<file path="src/rtl/uart_disp_pkg.sv">
// Shared definitions for the UART-fed 7-segment display scan controller.
// Holds the scan state encoding, the control-character codes that drive
// buffer editing, and a helper that classifies printable bytes.
package uart_disp_pkg;

  typedef enum logic {
    GAP = 1'b0,
    ON  = 1'b1
  } scan_state_t;

  localparam logic [7:0] ASCII_BS        = 8'h08;
  localparam logic [7:0] ASCII_DEL       = 8'h7F;
  localparam logic [7:0] ASCII_CR        = 8'h0D;
  localparam logic [7:0] ASCII_PRINT_MIN = 8'h20;
  localparam logic [7:0] ASCII_PRINT_MAX = 8'h7E;

  function automatic logic is_printable(input logic [7:0] b);
    return (b >= ASCII_PRINT_MIN) && (b <= ASCII_PRINT_MAX);
  endfunction

  function automatic logic is_erase(input logic [7:0] b);
    return (b == ASCII_BS) || (b == ASCII_DEL);
  endfunction

endpackage

</file>
<file path="src/rtl/disp_scan_timer.sv">
// Round-robin digit scan timer. Each digit slot lasts SCAN_DIV cycles: the
// first GAP_CYCLES with every digit dark, the rest with the digit lit.
// Ports:
//   clk, rst_n  clock, asynchronous active-low reset
//   idx         digit currently being scanned (0..NUM_DIGITS-1)
//   in_gap      high while the slot is in its blank gap
//   gap_end     pulse on the last gap cycle (next edge enters ON)
//   slot_end    pulse on the last cycle of the slot (next edge enters GAP)
module disp_scan_timer
  import uart_disp_pkg::*;
#(
  parameter int NUM_DIGITS = 4,
  parameter int SCAN_DIV   = 50000,
  parameter int GAP_CYCLES = 500
) (
  input  logic                          clk,
  input  logic                          rst_n,
  output logic [$clog2(NUM_DIGITS)-1:0] idx,
  output logic                          in_gap,
  output logic                          gap_end,
  output logic                          slot_end
);

  localparam int CNT_W = $clog2(SCAN_DIV);
  localparam int IDX_W = $clog2(NUM_DIGITS);
  localparam logic [CNT_W-1:0] GAP_LAST  = CNT_W'(GAP_CYCLES - 1);
  localparam logic [CNT_W-1:0] SLOT_LAST = CNT_W'(SCAN_DIV - 1);
  localparam logic [IDX_W-1:0] IDX_LAST  = IDX_W'(NUM_DIGITS - 1);

  scan_state_t      state;
  scan_state_t      state_next;
  logic [CNT_W-1:0] cnt;

  always_ff @(posedge clk or negedge rst_n) begin
    if (!rst_n) state <= GAP;
    else        state <= state_next;
  end

  always_comb begin
    state_next = state;
    unique case (state)
      GAP:     if (cnt == GAP_LAST)  state_next = ON;
      ON:      if (cnt == SLOT_LAST) state_next = GAP;
      default: state_next = GAP;
    endcase
  end

  always_comb begin
    in_gap   = (state == GAP);
    gap_end  = (state == GAP) && (cnt == GAP_LAST);
    slot_end = (state == ON)  && (cnt == SLOT_LAST);
  end

  // cnt runs across the whole slot (gap and on-time), so the slot period
  // is fixed at SCAN_DIV regardless of what the buffer does.
  always_ff @(posedge clk or negedge rst_n) begin
    if (!rst_n) begin
      cnt <= '0;
      idx <= '0;
    end else if (slot_end) begin
      cnt <= '0;
      idx <= (idx == IDX_LAST) ? '0 : idx + IDX_W'(1);
    end else begin
      cnt <= cnt + CNT_W'(1);
    end
  end

endmodule

</file>
<file path="src/rtl/uart_disp_scan_ctrl.sv">
// Character buffer and scan output stage for a row of common-anode 7-segment
// digits sharing one external ASCII decoder. Printable UART bytes shift in at
// the rightmost digit; BS/DEL erase the newest character; CR or clear empty
// the buffer. The scan timer walks the digits, and this block presents the
// selected character to the decoder and enables the matching digit.
// Ports:
//   clk, rst_n   clock, asynchronous active-low reset
//   rx_data      byte from the UART receiver
//   rx_valid     one-cycle strobe qualifying rx_data
//   clear        synchronous buffer clear (level)
//   ascii_out    registered character to the shared decoder
//   digit_en_n   registered active-low digit enables, one-hot-low or all high
//   char_count   number of occupied buffer slots
module uart_disp_scan_ctrl
  import uart_disp_pkg::*;
#(
  parameter int NUM_DIGITS = 4,
  parameter int SCAN_DIV   = 50000,
  parameter int GAP_CYCLES = 500
) (
  input  logic                            clk,
  input  logic                            rst_n,
  input  logic [7:0]                      rx_data,
  input  logic                            rx_valid,
  input  logic                            clear,
  output logic [7:0]                      ascii_out,
  output logic [NUM_DIGITS-1:0]           digit_en_n,
  output logic [$clog2(NUM_DIGITS+1)-1:0] char_count
);

  localparam int CC_W  = $clog2(NUM_DIGITS + 1);
  localparam int IDX_W = $clog2(NUM_DIGITS);
  localparam logic [CC_W-1:0]       CC_FULL = CC_W'(NUM_DIGITS);
  localparam logic [NUM_DIGITS-1:0] DIG0    = NUM_DIGITS'(1);

  logic [NUM_DIGITS-1:0] slot_vld;
  logic [7:0]            slot_chr [NUM_DIGITS];

  logic [IDX_W-1:0] idx;
  logic             in_gap;
  logic             gap_end;
  logic             slot_end;

  logic do_clear;
  logic do_push;
  logic do_pop;

  disp_scan_timer #(
    .NUM_DIGITS (NUM_DIGITS),
    .SCAN_DIV   (SCAN_DIV),
    .GAP_CYCLES (GAP_CYCLES)
  ) u_timer (
    .clk      (clk),
    .rst_n    (rst_n),
    .idx      (idx),
    .in_gap   (in_gap),
    .gap_end  (gap_end),
    .slot_end (slot_end)
  );

  // clear dominates a same-cycle byte; the three edits are mutually exclusive.
  always_comb begin
    do_clear = clear || (rx_valid && (rx_data == ASCII_CR));
    do_push  = !clear && rx_valid && is_printable(rx_data);
    do_pop   = !clear && rx_valid && is_erase(rx_data) && (char_count != '0);
  end

  always_ff @(posedge clk or negedge rst_n) begin
    if (!rst_n) begin
      slot_vld   <= '0;
      char_count <= '0;
    end else if (do_clear) begin
      slot_vld   <= '0;
      char_count <= '0;
    end else if (do_push) begin
      slot_vld   <= {slot_vld[NUM_DIGITS-2:0], 1'b1};
      char_count <= (char_count == CC_FULL) ? char_count : char_count + CC_W'(1);
    end else if (do_pop) begin
      slot_vld   <= {1'b0, slot_vld[NUM_DIGITS-1:1]};
      char_count <= char_count - CC_W'(1);
    end
  end

  // Character storage needs no reset: an invalid slot is never displayed
  // and reads back as 8'h00 through the output mux below.
  always_ff @(posedge clk) begin
    if (do_push) begin
      slot_chr[0] <= rx_data;
      for (int k = 1; k < NUM_DIGITS; k++) slot_chr[k] <= slot_chr[k-1];
    end else if (do_pop) begin
      for (int k = 0; k < NUM_DIGITS - 1; k++) slot_chr[k] <= slot_chr[k+1];
    end
  end

  // ascii_out only moves during the gap, and the digit's valid bit is
  // captured on the same edge that makes the final gap load, so character
  // and enable always agree and nothing changes while a digit is lit.
  always_ff @(posedge clk or negedge rst_n) begin
    if (!rst_n) begin
      ascii_out  <= 8'h00;
      digit_en_n <= '1;
    end else begin
      if (in_gap) ascii_out <= slot_vld[idx] ? slot_chr[idx] : 8'h00;
      if (gap_end)       digit_en_n <= slot_vld[idx] ? ~(DIG0 << idx) : '1;
      else if (slot_end) digit_en_n <= '1;
    end
  end

endmodule

</file>
<file path="config.mk">
export PLATFORM = sky130hd
export DESIGN_NAME = uart_disp_scan_ctrl
export DESIGN_NICKNAME = d
export VERILOG_FILES = /design/src/rtl/uart_disp_pkg.sv /design/src/rtl/disp_scan_timer.sv /design/src/rtl/uart_disp_scan_ctrl.sv
export SDC_FILE = /design/constraint.sdc
export NUM_CORES = 1
export LEC_CHECK = 0
export ABC_CLOCK_PERIOD_IN_PS = 2000
export CORE_ASPECT_RATIO = 1.4
export CORE_MARGIN = 4
export CORE_UTILIZATION = 30
export DETAILED_ROUTE_END_ITERATION = 12
export MAX_ROUTING_LAYER = met4
export RECOVER_POWER = 25
export SLEW_MARGIN = 30
export SYNTH_ARGS = -nofsm -noshare
export SYNTH_HDL_FRONTEND = slang
export SYNTH_HIERARCHICAL = 1
export SYNTH_SLANG_ARGS = --single-unit
export TNS_END_PERCENT = 1
</file>
<file path="constraint.sdc">
create_clock -name clk -period 2 [get_ports clk]
set_input_delay 0.3 -clock clk [delete_from_list [all_inputs] [get_ports clk]]
set_output_delay 0.3 -clock clk [all_outputs]
set_load 0.005 [all_outputs]
</file>
==> impl_summary.md <==
Final layout
Leaving out fill and tap cells, the most frequent cells in the layout are 83 x nand2_1, 34 x dfrtp_1, 32 x edfxtp_1, 28 x buf_4, 24 x clkdlybuf4s50_1. At the end of the flow, the number of nets in the layout was 386. The antenna diode instance count is 0. The utilization after layout is 39.4%. The proportion of layout cells with a drive suffix above 1 is 19.2%. Relative to the synthesized area, the layout overhead comes to 26.6%. The library cell used most frequently in the layout, excluding fill and tap cells, is nand2_1.

Worst setup path
In this run the critical register-to-register path is launched from u_timer/cnt[1]. The worst register-to-register path ends at digit_en_n[0]. For the worst setup path, the data required time is 2210 ps. Setup slack on the worst reg-to-reg path comes out at 180 ps.

The critical path is of the in2reg type. The critical path starts at rx_data[4]. STA classifies the critical path endpoint as a flop. For this design, the slowest cell found on the critical path is clkdlybuf4s50_1. The sum of buffers and inverters on the critical path is 3. In this run the worst setup path terminates at char_count[2]. STA puts the critical path data arrival time at 2130 ps. On the critical path the largest part of the delay comes from buffers and inverters. Traced cell by cell, the critical path runs through clkdlybuf4s50_1 -> nand4_1 -> o21ai_2 -> inv_2 -> fa_1 -> inv_1 -> o21ai_0 -> o221ai_1 -> mux2i_1.

In this run the number of cells on the critical path is 9. The maximum cell stage delay along the critical path is roughly 570 ps. The highest fanout seen on the critical path is 4. The length in cells of the worst reg-to-reg path is 7.

The element type at the critical path start is an input port.

Floorplanning
From bottom edge to top edge, the die measures 134 um. The floorplan core area is 0.0110 mm^2. The top-level port count is 27.

The number of cell rows is 45. The die covers approximately 0.013 mm^2. The effective utilization at floorplan is 31.2%. From left edge to right edge, the die measures 98.3 um.

Synth
The post-synth design cell area is 0.00342 mm^2. The number of enable flip-flop cells after synthesis is 32. The number of nets in the synthesized netlist is 330. The Yosys warning count is 6. The distinct cell type count of the synthesized netlist is 46. The post-synthesis average cell area is 10.9 um^2. The share of the synthesized area in compound gates (AO/OA/AOI/OAI) is under 10%. The dominant combinational cell family by area after synthesis is simple AND/OR/NAND/NOR gates. The mux cell area share after synthesis is just under 7%.

For this run, asynchronously set or reset flops after synthesis account for 54.3%. The xor/xnor cell area share of the yosys netlist is 3.58%. The simple-gate portion of the synthesized area is 21.8%. The synthesis-stage register bit count is 70. The number of instances in the synthesized netlist is ~310. The sequential cell area fraction in the yosys report is between 50% and 60%. Summing the areas of all fa, ha and maj instances in the mapped netlist gives under 10% of the synthesized area. Among all flip-flop cells after synthesis, the most frequent one is dfrtp_1.

Clock tree
After clock tree synthesis, the setup repair step added 0 buffers. The cell at the root of the clock tree is clkbuf_16. The count of hold buffers inserted by post-cts repair is 0. The clock net sink count is 70.

The clock passes through at most 2 buffers. TritonCTS built the clock tree. Clock latency on the worst-skew pair, taken at its later pin, is 330 ps. The H-tree was split into 3 levels. Clock tree synthesis inserted a total of 9 buffers.

The clock transition at the registers of the reported paths is 60 ps.

Routing
The first detailed-routing pass ran for 4 iterations. Dividing the detail-routed wire length by the instance count gives around 14 um. In this run the remaining antenna-violating nets after routing total 0. The total vias in the final route is ~2500.

The number of remaining DRC errors is 0. The number of DRC markers after the initial detailed-route iteration is between 100 and 150. The mean number of vias per cell is 4.81. The aggregate routed wire length is 7140 um.

Flow run
Across the run, the number of max-cap violations was 0.

Power and ir drop
The leakage component of the power is 0.00176 uW. The clock network accounts for a little under half of the total power. The power per standard cell area is 736 mW/mm^2. The overall power is approximately 3200 uW.

Across the VDD grid, the largest voltage drop is a little under 400 uV. Of the total power, combinational logic draws around 5.7%. The switching power summed over all nets is 719 uW. The fraction of power spent switching nets is between 20 and 25%. The sequential share of power is approximately half.

The internal power of the cells totals 2470 uW.

Timing
The smallest setup slack after layout is 79.4 ps. The tightest hold path in the finished design has a slack of 196 ps. The final hold violation count is 0. The minimum clock period is 1920 ps.

The number of max-slew violations in the final report is 0. The worst-case headroom to the max-slew limit is between 30 and 40%. Setup repair after global routing could not meet its margin everywhere. In the finished design, the share of the clock period the worst path needs comes to 96.0%.

The worst clock skew is 5.45 ps. The final setup violation count is 0. Static timing analysis puts the maximum clock frequency at ~520 MHz. At the pin with the least slew margin, the transition time is about 940 ps.

Global routing
The overall fraction of global-route tracks in use is 12.2%. Entering global routing, the biggest net connects 39 pins. The number of global-route vias before repair is 2559. The total global routing overflow is 0. The initial antenna violation count is 0.

The global-route wire length before repair is between 10000 and 15000 um.

Placement
The number of I/O port buffers is 26. At the end of routability-driven placement, the weighted congestion stood at 0.841. The wire-length estimate of the detail-placed layout is just over 5000 um. Prior to clock tree synthesis, the placed netlist has a worst setup slack of -281 ps.

Min path
The worst min-delay path class is in2async.

Run status
The run finished with clean final reports.
## final cells by class
cell class / count / area (um^2)
clock buffers: 9 / 225
inverters: 18 / 67.6
clock inverters: 7 / 51.3
fillers: 1077 / 6650
multi-input cells: 213 / 1360
flip-flops and latches: 70 / 1920
well taps: 141 / 176
repair buffers: 58 / 533
## per-stage QoR
stage,setup TNS [ps],area [um^2],std cells
2_1_floorplan,0,3420,314
4_1_cts,0,4320,516
3_5_place_dp,-7150,4050,500
3_3_place_gp,-6290,4050,500
6_report,0,4330,516
5_1_grt,-30.8,4330,516
## cells by family (layout without fill, tap and decap cells)
kind of cell             count (synthesis)  count (layout)
AO/OA/AOI/OAI                           28              28
XOR/XNOR                                14              14
adder cells (fa/ha/maj)                  4               4
buffers and inverters                   31              92
flip-flops                              70              70
multiplexers                            12              12
AND/OR/NAND/NOR                        155             155
## state kept, by name, indices dropped and copies added, names as in the netlist
name / cells
char_count: 3
ascii_out: 8
u_timer/state: 1
slot_vld: 4
u_timer/idx: 2
slot_chr: 32
digit_en_n: 4
u_timer/cnt: 16
## worst min-delay path by stage
stage	start	endpoint	slack, ps	cells past startpoint
after floorplan	rst_n	ascii_out[0]	4	0
after global placement	rst_n	u_timer/cnt[3]	380	2
after detailed placement	rst_n	slot_vld[3]	390	2
after CTS	rst_n	slot_vld[3]	30	2
after global routing	rst_n	slot_vld[3]	280	2
final	rst_n	slot_vld[3]	200	2
## cell usage after synthesis (2+ instances only)
master     number  share of area [%]
o2bb2ai_1       2               0.51
nor2_1         19                2.1
o21ai_0        10                1.5
nor3_1          9                1.3
inv_1          17                1.9
edfxtp_1       32                 28
and4_1          2               0.51
buf_2           6               0.88
nand4_1         6                1.1
nand3_1        16                2.3
xor2_1          7                1.8
nand2_1        83                9.1
o221ai_1        3               0.77
a31oi_1         3               0.55
nor4_1          2               0.37
nor4_2          2               0.73
dfstp_2         4                3.1
mux4_2          9                5.9
a21o_1          2               0.44
dfrtp_1        34                 25
nand4b_1        3               0.77
ha_1            3                1.1
clkbuf_1        3               0.33
nor4b_1         2               0.51
mux2_1          2               0.66
buf_6           3               0.99
a41oi_1         5                1.3
xnor2_1         7                1.8
## metal layers
| metal | share of wire, % | vias to the layer above | global-route usage (%) | wire, um |
|---|---|---|---|---|
| met5 | 0 | - | - | 0 |
| met4 | 1.7 | 0 | 5.24 | 124 |
| met3 | 3.5 | 10 | 2.71 | 251 |
| met2 | 50 | 51 | 19.5 | 3580 |
| met1 | 45 | 1194 | 15.0 | 3180 |
| li1 | - | 1225 | - | - |
## power groups by stage
| stage | registers [uW] | logic, uW | clock network [uW] |
|---|---|---|---|
| floorplan | 1580 | 70.7 | 0 |
| global placement | 1580 | 184 | 0 |
| detailed placement | 1590 | 187 | 0 |
| CTS | 1560 | 188 | 1490 |
| global route | 1560 | 207 | 1560 |
| finish | 1560 | 183 | 1450 |
## repair_timing
item,4_1_cts,5_1_grt
endpoints found under the hold margin,0,0
resized for setup,0,2
endpoints found under the setup margin,0,5
No activity file was read; power rests on OpenSTA's default activity.
